[src/rtl/partition_pointer_unit.sv]
// Hoare partition pointer engine: up-counting i and down-counting j converge over [lo, hi].
// Latency: start to done is 4 cycles minimum (1 cycle when lo >= hi), plus scan steps and swap waits.
// Backpressure: swap_req is held until swap_done is sampled; start is ignored while busy.
module partition_pointer_unit #(
  parameter int ADDR_W = 5
) (
  input  logic              clk,
  input  logic              reset,
  input  logic              start,
  input  logic [ADDR_W-1:0] lo,
  input  logic [ADDR_W-1:0] hi,
  input  logic              lt_pivot,
  input  logic              gt_pivot,
  input  logic              swap_done,
  output logic [ADDR_W-1:0] addr_i,
  output logic [ADDR_W-1:0] addr_j,
  output logic              swap_req,
  output logic              busy,
  output logic              done,
  output logic [ADDR_W-1:0] split,
  output logic [ADDR_W-1:0] swap_count
);

  typedef enum logic [2:0] {
    S_IDLE   = 3'd0,
    S_SCAN_I = 3'd1,
    S_SCAN_J = 3'd2,
    S_CHECK  = 3'd3,
    S_SWAP   = 3'd4,
    S_DONE   = 3'd5
  } state_t;

  localparam logic [ADDR_W-1:0] ONE = {{(ADDR_W-1){1'b0}}, 1'b1};

  state_t            r_state;
  state_t            w_state_nxt;
  logic [ADDR_W-1:0] r_i;
  logic [ADDR_W-1:0] r_j;
  logic [ADDR_W-1:0] r_split;
  logic [ADDR_W-1:0] r_swap_cnt;
  logic [ADDR_W-1:0] w_i_nxt;
  logic [ADDR_W-1:0] w_j_nxt;
  logic [ADDR_W-1:0] w_split_nxt;
  logic [ADDR_W-1:0] w_swap_cnt_nxt;
  logic              w_swap_req;
  logic              w_done;

  // State and datapath registers; reset abandons any partition in flight.
  always_ff @(posedge clk) begin
    if (reset) begin
      r_state    <= S_IDLE;
      r_i        <= '0;
      r_j        <= '0;
      r_split    <= '0;
      r_swap_cnt <= '0;
    end else begin
      r_state    <= w_state_nxt;
      r_i        <= w_i_nxt;
      r_j        <= w_j_nxt;
      r_split    <= w_split_nxt;
      r_swap_cnt <= w_swap_cnt_nxt;
    end
  end

  // Next-state, pointer updates and Moore outputs; everything holds unless a transition moves it.
  always_comb begin
    w_state_nxt    = r_state;
    w_i_nxt        = r_i;
    w_j_nxt        = r_j;
    w_split_nxt    = r_split;
    w_swap_cnt_nxt = r_swap_cnt;
    w_swap_req     = 1'b0;
    w_done         = 1'b0;
    case (r_state)
      S_IDLE: begin
        if (start) begin
          w_i_nxt        = lo;
          w_j_nxt        = hi;
          w_swap_cnt_nxt = '0;
          if (lo >= hi) begin
            // Zero- or one-element range: already partitioned.
            w_split_nxt = lo;
            w_state_nxt = S_DONE;
          end else begin
            w_state_nxt = S_SCAN_I;
          end
        end
      end
      S_SCAN_I: begin
        if (lt_pivot) w_i_nxt = r_i + ONE;
        else          w_state_nxt = S_SCAN_J;
      end
      S_SCAN_J: begin
        if (gt_pivot) w_j_nxt = r_j - ONE;
        else          w_state_nxt = S_CHECK;
      end
      S_CHECK: begin
        if (r_i >= r_j) begin
          w_split_nxt = r_j;
          w_state_nxt = S_DONE;
        end else begin
          w_state_nxt = S_SWAP;
        end
      end
      S_SWAP: begin
        w_swap_req = 1'b1;
        if (swap_done) begin
          // i < j held on entry, so neither step can leave [lo, hi].
          w_i_nxt = r_i + ONE;
          w_j_nxt = r_j - ONE;
          if (r_swap_cnt != '1) w_swap_cnt_nxt = r_swap_cnt + ONE;
          w_state_nxt = S_SCAN_I;
        end
      end
      S_DONE: begin
        w_done      = 1'b1;
        w_state_nxt = S_IDLE;
      end
      default: begin
        w_state_nxt = S_IDLE;
      end
    endcase
  end

  assign addr_i     = r_i;
  assign addr_j     = r_j;
  assign split      = r_split;
  assign swap_count = r_swap_cnt;
  assign swap_req   = w_swap_req;
  assign done       = w_done;
  assign busy       = (r_state != S_IDLE);

endmodule
[config.mk]
export PLATFORM = sky130hd
export DESIGN_NAME = partition_pointer_unit
export DESIGN_NICKNAME = d
export VERILOG_FILES = /design/src/rtl/partition_pointer_unit.sv
export SDC_FILE = /design/constraint.sdc
export NUM_CORES = 1
export LEC_CHECK = 0
export BUFFER_PORTS_ARGS = -buffer_cell sky130_fd_sc_hd__buf_4
export CAP_MARGIN = 20
export CELL_PAD_IN_SITES_DETAIL_PLACEMENT = 0
export CELL_PAD_IN_SITES_GLOBAL_PLACEMENT = 1
export CORE_ASPECT_RATIO = 0.75
export CORE_MARGIN = 2
export CORE_UTILIZATION = 39
export CTS_CLUSTER_DIAMETER = 40
export DETAILED_ROUTE_END_ITERATION = 6
export PLACE_DENSITY_LB_ADDON = 0.1
export SLEW_MARGIN = 20
export SYNTH_ARGS = -nofsm -noshare
export SYNTH_HDL_FRONTEND = slang
export SYNTH_SLANG_ARGS = --single-unit
[constraint.sdc]
create_clock -name clk -period 2.4 [get_ports clk]
set_input_delay 0.12 -clock clk [delete_from_list [all_inputs] [get_ports clk]]
set_output_delay 0.12 -clock clk [all_outputs]
set_load 0.1 [all_outputs]
**Yosys cells after proc, flatten, opt, wreduce, memory -nomap -nowiden**

Index checks and enable logic that the tools add are counted.

- Register bits after elaboration: 23
- Output and inout port bits: 23
- Logic and storage cells: 61

- Add/subtract/negate cells: 3
- Order comparisons: 2
- Eq/ne operators: 15
- Muxes and demuxes: 25
- Reductions and logical operators: 11

Operator list:

| operator | number |
|---|---|
| 2-to-1 mux 5 bit | 12 |
| case mux 5 bit (3 select lines) | 2 |
| case mux 5 bit (2 select lines) | 2 |
| AND reduction 4 bit | 5 |
| != test 2 bit (second input constant) | 9 |
| 2-to-1 mux 3 bit | 5 |
| case mux 3 bit (5 select lines) | 1 |
| adder 5 x 1 -> 5 bit (second input constant) | 2 |
| greater-or-equal comparator 5 bit | 2 |
| nonzero test 3 bit | 3 |
| equality test 3 x 2 -> 1 bit (second input constant) | 2 |
| equality test 3 bit (second input constant) | 2 |
| != test 5 bit (second input constant) | 1 |
| subtractor 5 x 1 -> 5 bit (second input constant) | 1 |
| nonzero test 2 bit | 2 |
| equality test 3 x 1 -> 1 bit (second input constant) | 1 |
| logical NOT 3 bit | 1 |
| 2-to-1 mux 1 bit | 3 |

**Logic depth before layout (Yosys ltp)**

Gate-level depths: netlist (run 1).

- Word-level depth: 4
- Depth in mapped cells: 8
- Mapped depth without buffers: 8

**Worst setup path before layout (run 1)**

Ideal clock, no wire load.

- Path type: flip-flop to flip-flop
- From: register r_j[2] (netlist: addr_j[2])
- To: register r_split[4] (netlist: split[4])
- Setup time: 0.091 ns
- Data arrival time: 2.405 ns
- Required time: 2.309 ns
- Slack: -0.096 ns
- Stages on the path, launching flop included: 9
- Buffers on the path: 1
- Clock period less this slack: 2.496 ns
- Path through: dfxtp_1 -> inv_1 -> ha_1 -> a21oi_1 -> o21ai_0 -> a41oi_1 -> buf_2 -> nor2_1 -> a311oi_1

- Cells in the longest elaborated chain, start to end: 3

Ends and longest elaborated chain:

| item | RTL line | source |
|---|---|---|
| start: declaration | 38 | `logic [ADDR_W-1:0] r_j;` |
| start signal: assignment | 59 | `r_j <= w_j_nxt;` |
| greater-or-equal comparator 5 bit | 98 | `if (r_i >= r_j) begin` |
| != test 2 bit (no source line) | - |  |
| AND reduction 4 bit (no source line) | - |  |
| end signal: assignment | 60 | `r_split <= w_split_nxt;` |
| end: declaration | 39 | `logic [ADDR_W-1:0] r_split;` |

Every way passes these cells.
A chain may end at the register's enable or synchronous reset.

**Worst setup path after layout (run 1)**

- From: register r_swap_cnt[0] (netlist: swap_count[0])
- To: register r_swap_cnt[3] (netlist: swap_count[3])

- Cells in the longest elaborated chain, start to end: 4
- Elaborated cells between the ends (all ways): 7
- Classes of those cells: add/sub: 1; eq/ne: 2; mux: 3; reduce/logical: 1

Ends and longest elaborated chain:

| item | RTL line | source |
|---|---|---|
| start: declaration | 40 | `logic [ADDR_W-1:0] r_swap_cnt;` |
| start signal: assignment | 61 | `r_swap_cnt <= w_swap_cnt_nxt;` |
| adder 5 x 1 -> 5 bit | 111 | `if (r_swap_cnt != '1) w_swap_cnt_nxt = r_swap_cnt + ONE;` |
| 2-to-1 mux 5 bit | 111 |  |
| 2-to-1 mux 5 bit | 107 | `if (swap_done) begin` |
| case mux 5 bit (2 select lines) | 74 | `case (r_state)` |

Parallel ways exist; a longest one is shown, timed or not. The select of a mux whose other input is x is not followed.

==> impl_metrics.env, run 1 <==
export IMPL_crit_top_cell="ha_1"
export IMPL_syn_num_nets=232
export IMPL_cp_arrival_ps=2120
export IMPL_setup_tns_ps=0
export IMPL_numCtsBuffers=3
export IMPL_grt_max_degree=19
export IMPL_cts_root_buf="clkbuf_8"
export IMPL_post_cts_buffers=0
export IMPL_whs_ps=79.7
export IMPL_postSynthAreaPerCell_um2=8.07
export IMPL_crit_type="reg -> reg"
export IMPL_synth_cell_types=45
export IMPL_ys_seq_area_share_pct=28.2
export IMPL_synth_seq_cells=23
export IMPL_finalClockSkew_ps=2.20
export IMPL_grt_use_met2_pct=32.2
export IMPL_slew_headroom_pct=54.9
export IMPL_maxCapViolCount=0
export IMPL_drive_gt1_share_pct=21.7
export IMPL_r2r_slack_ps=470
export IMPL_critPathLaunch="swap_count[0]"
export IMPL_max_stage_delay_ps=360
export IMPL_htree_levels=1
export IMPL_met3_usage_pct=3.93
export IMPL_min_period_ps=1930
export IMPL_powerDensity_nw_per_um2=736
export IMPL_place_congestion=0.821
export IMPL_clock_sinks=23
export IMPL_cts_tree="yes"
export IMPL_cp_required_ps=2600
export IMPL_rsz0062_at_grt="false"
export IMPL_path_clk_slew_ps=90
export IMPL_die_h_um=60.0
export IMPL_critical_path_reg2reg_startpoint="swap_count[0]"
export IMPL_met1_usage_pct=25.5
export IMPL_rows=20
export IMPL_fp_dieW_um=78.7
export IMPL_max_vdd_ir_drop_uv=286
export IMPL_nets=266
export IMPL_areaGrowthSynthToFinish_pct=22.3
export IMPL_antenna_cells=0
export IMPL_cts_buffer_depth=2
export IMPL_report_final_setup_viol=0
export IMPL_synthCells=202
export IMPL_ys_warn_count=0
export IMPL_worstSkewPairLatency_ps=270
export IMPL_final_common_cell="buf_4"
export IMPL_cp_max_fo=7
export IMPL_worstSetupStartpointType="flop"
export IMPL_grt_overflow_total=0
export IMPL_finalCritPeriodShare_pct=80.2
export IMPL_path_buf_inv=0
export IMPL_core_area_um2=4030
export IMPL_hp_class="in -> reg"
export IMPL_maxSlewViolCount=0
export IMPL_ioPinCount=39
export IMPL_grt_pass1_wl_um=6990
export IMPL_ctsResizeCount=0
export IMPL_grt_pass1_vias=1477
export IMPL_grt_total_usage_pct=19.0
export IMPL_mostFrequentLayoutCells="buf_4 (40), nor2_1 (22), dfxtp_1 (22), inv_1 (18), ha_1 (14)"
export IMPL_worst_slew_pin_slew_ps=675
export IMPL_antenna_left=0
export IMPL_dpl_hpwl_um=3400
export IMPL_wl_per_cell_um=15.1
export IMPL_n_fill_cell=410
export IMPL_syn_cell_area_um2=1630
export IMPL_outcome="finished, final reports clean"
export IMPL_max_freq_ghz=0.519
export IMPL_p_leak_nw=0.883
export IMPL_worstSetupEndpointType="flop"
export IMPL_drc=0
export IMPL_wl_um=4380
export IMPL_slowest_stage="dfxtp_1"
export IMPL_num_vias=1578
export IMPL_hp_start="swap_done"
export IMPL_avgViaCountPerCell=5.44
export IMPL_dr_first_iter_drc_count=66
export IMPL_antenna_found_initial=0
export IMPL_grt_busiest_layer="met2"
export IMPL_numPortBuffers=38
export IMPL_ctsHoldBuffers=0
export IMPL_hold_violations=0
export IMPL_initial_core_util_pct=40.5
export IMPL_dr_pass1_iters=4
export IMPL_crit_family="simple AND/OR/NAND/NOR gates"
export IMPL_crit_chain="ha_1, and3_1, ha_1, nand3b_1, a21boi_2, nand4_1, xor2_1, nor3_1"
export IMPL_dieArea_um2=4720
==> state kept, by name, indices dropped and copies added (netlist names) <==
name,flops
addr_i,5
addr_j,5
r_state,3
split,5
swap_count,5
==> kinds of logic (layout without fill, tap and decap cells) <==
family	count (synthesis)	count (layout)	share of synthesized area, %
AO/OA/AOI/OAI	48	48	21.3
flip-flops	23	23	28.2
adder cells (fa/ha/maj)	14	14	10.7
multiplexers	11	11	6.83
AND/OR/NAND/NOR	73	73	22.8
buffers and inverters	29	62	7.52
XOR/XNOR	4	4	2.61
==> layout make-up <==
type	count	area, um2	area share, %
clock inverter	1	7.51	0.376
tap	55	68.8	3.45
inverter	18	67.6	3.39
sequential	23	462	23.1
clock buffer	3	41.3	2.07
timing repair buffer	40	300	15.1
multi-input combinational	150	1050	52.5
==> routing by layer <==
metal / vias to the layer above / share of wire [%]
met2: 43 / 45
met1: 745 / 50
met4: 0 / 0.46
li1: 787 / -
met3: 3 / 4.1
met5: - / 0
==> final timing paths <==
| path | endpoint | cells after the start |
|---|---|---|
| setup / recovery | swap_count[3] | 8 |
| hold / removal | r_state[2] | 2 |
| setup reg to reg | swap_count[3] | 8 |
| hold reg to reg | split[4] | 2 |
==> report_power, final <==
part	internal (mW)	switching, mW
Sequential	0.423	0.0672
Combinational	0.208	0.512
Clock	0.118	0.139
Total	0.749	0.718
==> metrics by stage <==
step	instance area [um2]	worst slack [ps]	util (%)	total power, mW	std cells
after detailed placement	1950	480	48.3	1.21	286
after floorplan	1630	5.75	-	1.06	202
final	1990	475	49.5	1.47	290
after global routing	1990	250	49.5	1.55	290
after CTS	1990	465	49.5	1.47	290
after global placement	1950	524	48.3	1.20	286
==> synthesized netlist by cell type, drive strengths merged <==
library cell / count / area [um2]
a2111o: 1 / 11.3
a211oi: 1 / 7.51
a21boi: 1 / 11.3
a21o: 2 / 15.0
a21oi: 12 / 60.1
a311oi: 6 / 52.6
a31oi: 3 / 33.8
a41oi: 1 / 8.76
and2: 1 / 6.26
and3: 2 / 12.5
and3b: 2 / 17.5
buf: 6 / 31.3
clkbuf: 5 / 23.8
dfxtp: 23 / 460
ha: 14 / 175
inv: 18 / 67.6
mux2: 1 / 11.3
mux2i: 10 / 100
nand2: 13 / 48.8
nand2b: 7 / 43.8
nand3: 4 / 20.0
nand3b: 4 / 30.0
nand4: 2 / 12.5
nor2: 24 / 100
nor2b: 4 / 25.0
nor3: 6 / 30.0
o211ai: 1 / 7.51
o21a: 1 / 7.51
o21ai: 8 / 40.0
o311a: 1 / 10.0
o31ai: 5 / 37.5
o32ai: 5 / 43.8
or2: 2 / 12.5
or3: 2 / 12.5
xnor2: 2 / 25.0
xor2: 2 / 17.5
Power figures use the tool's default switching activity.
==> run 2, diff against run 1 <==
--- a/config.mk
+++ b/config.mk
@@ -5,13 +5,14 @@
 export SDC_FILE = /design/constraint.sdc
 export NUM_CORES = 1
 export LEC_CHECK = 0
+export ABC_AREA = 1
 export BUFFER_PORTS_ARGS = -buffer_cell sky130_fd_sc_hd__buf_4
 export CAP_MARGIN = 20
 export CELL_PAD_IN_SITES_DETAIL_PLACEMENT = 0
 export CELL_PAD_IN_SITES_GLOBAL_PLACEMENT = 1
 export CORE_ASPECT_RATIO = 0.75
 export CORE_MARGIN = 2
-export CORE_UTILIZATION = 39
+export CORE_UTILIZATION = 37
 export CTS_CLUSTER_DIAMETER = 40
 export DETAILED_ROUTE_END_ITERATION = 6
 export PLACE_DENSITY_LB_ADDON = 0.1
==> constraint.sdc (replaced) <==
create_clock -name clk -period 1.9 [get_ports clk]
set_input_delay 0.095 -clock clk [delete_from_list [all_inputs] [get_ports clk]]
set_output_delay 0.095 -clock clk [all_outputs]
set_load 0.1 [all_outputs]
==> impl_metrics.env, run 2 <==
export IMPL_outcome="finished, final reports clean"
export IMPL_rsz0062_at_grt="false"
export IMPL_synth_top_area_share_pct=27.7
export IMPL_timing_final_ws_setup_ps=247
export IMPL_place_congestion=0.788
export IMPL_cts_root_buf="clkbuf_8"
export IMPL_synth_seq_cells=23
export IMPL_path_buf_inv=1
export IMPL_antenna_left=0
export IMPL_ys_flop_type="dfxtp_1"
export IMPL_grt_pass1_vias=1386
export IMPL_synth_cell_types=26
export IMPL_num_vias=1657
export IMPL_dr_first_iter_drc_count=102
export IMPL_worstSetupStartpointType="flop"
export IMPL_ys_seq_area_share_pct=27.7
export IMPL_place_ws_ps=240
export IMPL_rows=21
export IMPL_n_fill_cell=481
export IMPL_numPortBuffers=38
export IMPL_finalClockSkew_ps=1.86
export IMPL_htree_levels=1
export IMPL_dieArea_um2=5050
export IMPL_grt_overflow_total=0
export IMPL_dr_pass1_iters=4
export IMPL_finalCritPeriodShare_pct=87.0
export IMPL_slowest_stage="dfxtp_4"
export IMPL_slew_headroom_pct=69.1
export IMPL_path_clk_slew_ps=80
export IMPL_synth_edf_count=0
export IMPL_maxCapViolCount=0
export IMPL_setup_tns_ps=0
export IMPL_mostFrequentLayoutCells="nand2_1 (66), buf_4 (41), inv_1 (40), nor2_1 (30), o21ai_0 (22)"
export IMPL_die_h_um=62.1
export IMPL_cts_buffer_depth=2
export IMPL_avgViaCountPerCell=4.63
export IMPL_hold_violations=0
export IMPL_grt_max_degree=17
export IMPL_min_period_ps=1650
export IMPL_post_synth_top_area_cell="dfxtp_1"
export IMPL_cts_tree="yes"
export IMPL_syn_num_nets=290
export IMPL_crit_type="reg -> reg"
export IMPL_syn_cell_area_um2=1660
export IMPL_synthCells=260
export IMPL_hp_class="in -> reg"
export IMPL_grt_total_usage_pct=17.8
export IMPL_antenna_found_initial=0
export IMPL_cp_arrival_ps=1810
export IMPL_worstSetupEndpointType="flop"
export IMPL_cp_max_fo=6
export IMPL_worst_slew_pin_slew_ps=463
export IMPL_nets=332
export IMPL_synth_area_leaders="dfxtp_1 (28%), nand2_1 (15%), ha_1 (11%)"
export IMPL_wl_um=4240
export IMPL_dpl_hpwl_um=3470
export IMPL_areaGrowthSynthToFinish_pct=26.3
export IMPL_postSynthAreaPerCell_um2=6.40
export IMPL_crit_family="simple AND/OR/NAND/NOR gates"
export IMPL_grt_pass1_wl_um=6780
export IMPL_synthTopCellsByCount="nand2_1 (67), inv_1 (40), nor2_1 (30)"
export IMPL_drive_gt1_share_pct=26.2
export IMPL_synth_most_common_cell="nand2_1"
export IMPL_core_area_um2=4390
export IMPL_worstSkewPairLatency_ps=270
export IMPL_max_freq_ghz=0.605
export IMPL_numCtsBuffers=3
export IMPL_crit_chain="ha_1, nand2_1, nor2_1, ha_1, inv_1, o21ai_1, nand3b_4, o21ai_0, nand2_1, nor2_1"
export IMPL_clock_sinks=23
export IMPL_ys_warn_count=0
export IMPL_fp_dieW_um=81.4
export IMPL_maxSlewViolCount=0
export IMPL_ioPinCount=39
export IMPL_cp_required_ps=2060
export IMPL_max_stage_delay_ps=380
export IMPL_wl_per_cell_um=11.8
export IMPL_antenna_cells=0
export IMPL_report_final_setup_viol=0
export IMPL_final_common_cell="nand2_1"
export IMPL_synthArstFlopShare_pct=0
export IMPL_ctsHoldBuffers=0
export IMPL_initial_core_util_pct=37.9
export IMPL_drc=0
-- run 2: path summary, 6_finish.rpt --
check,from,endpoint,slack [ps],cells past startpoint
max reg2reg,swap_count[0],swap_count[3],250,10
min reg2reg,split[2],split[2],490,2
max,swap_count[0],swap_count[3],250,10
min,reset,addr_j[1],60,2
-- run 2: cells by family after synthesis --
group                    share of synthesized area, %
adder cells (fa/ha/maj)                          10.5
XOR/XNOR                                         1.05
buffers and inverters                            10.8
flip-flops                                       27.7
AO/OA/AOI/OAI                                    13.5
AND/OR/NAND/NOR                                  36.4
-- run 2: layer usage --
| layer | GRT usage [%] | vias up | wire, um |
|---|---|---|---|
| met5 | 0 | - | 0 |
| met4 | 2.91 | 0 | 21 |
| met3 | 4.05 | 2 | 195 |
| met2 | 25.6 | 27 | 1690 |
| met1 | 27.2 | 718 | 2330 |
| li1 | - | 910 | - |
-- run 2: area by class of cell --
cell class | count | area [um2] | share of cell area, %
clock buffers | 3 | 41.3 | 1.97
well taps | 57 | 71.3 | 3.39
flip-flops and latches | 23 | 489 | 23.3
repair buffers | 41 | 308 | 14.7
inverters | 42 | 160 | 7.62
multi-input cells | 191 | 1030 | 48.8
clock inverters | 1 | 5.00 | 0.238
-- run 2: per-stage QoR --
step	area [um2]	std cells	util (%)	hold slack (ps)
6_report	2100	358	47.9	61.0
5_1_grt	2100	358	47.9	57.4
4_1_cts	2100	358	47.8	52.7
3_5_place_dp	2050	354	46.8	345
3_3_place_gp	2050	354	46.8	347
2_1_floorplan	1690	260	-	312
-- run 2: repair_timing --
action / CTS / global route
hold endpoints to repair: 0 / 0
buffers inserted: 0 / 0
endpoints found under the setup margin: 0 / 1
resized for setup: 0 / 1
-- run 2: worst register-to-register path, cell delays in order, from the launching register on --
cell      delay [ps]
dfxtp_4          380
ha_1             170
nand2_1           70
nor2_1           100
ha_1             150
inv_1             40
o21ai_1          230
nand3b_4         220
o21ai_0           80
nand2_1           70
nor2_1            40
Power of run 2 is not shown: default switching activity piles up to over one toggle a cycle in this logic, so the estimate is an artifact.
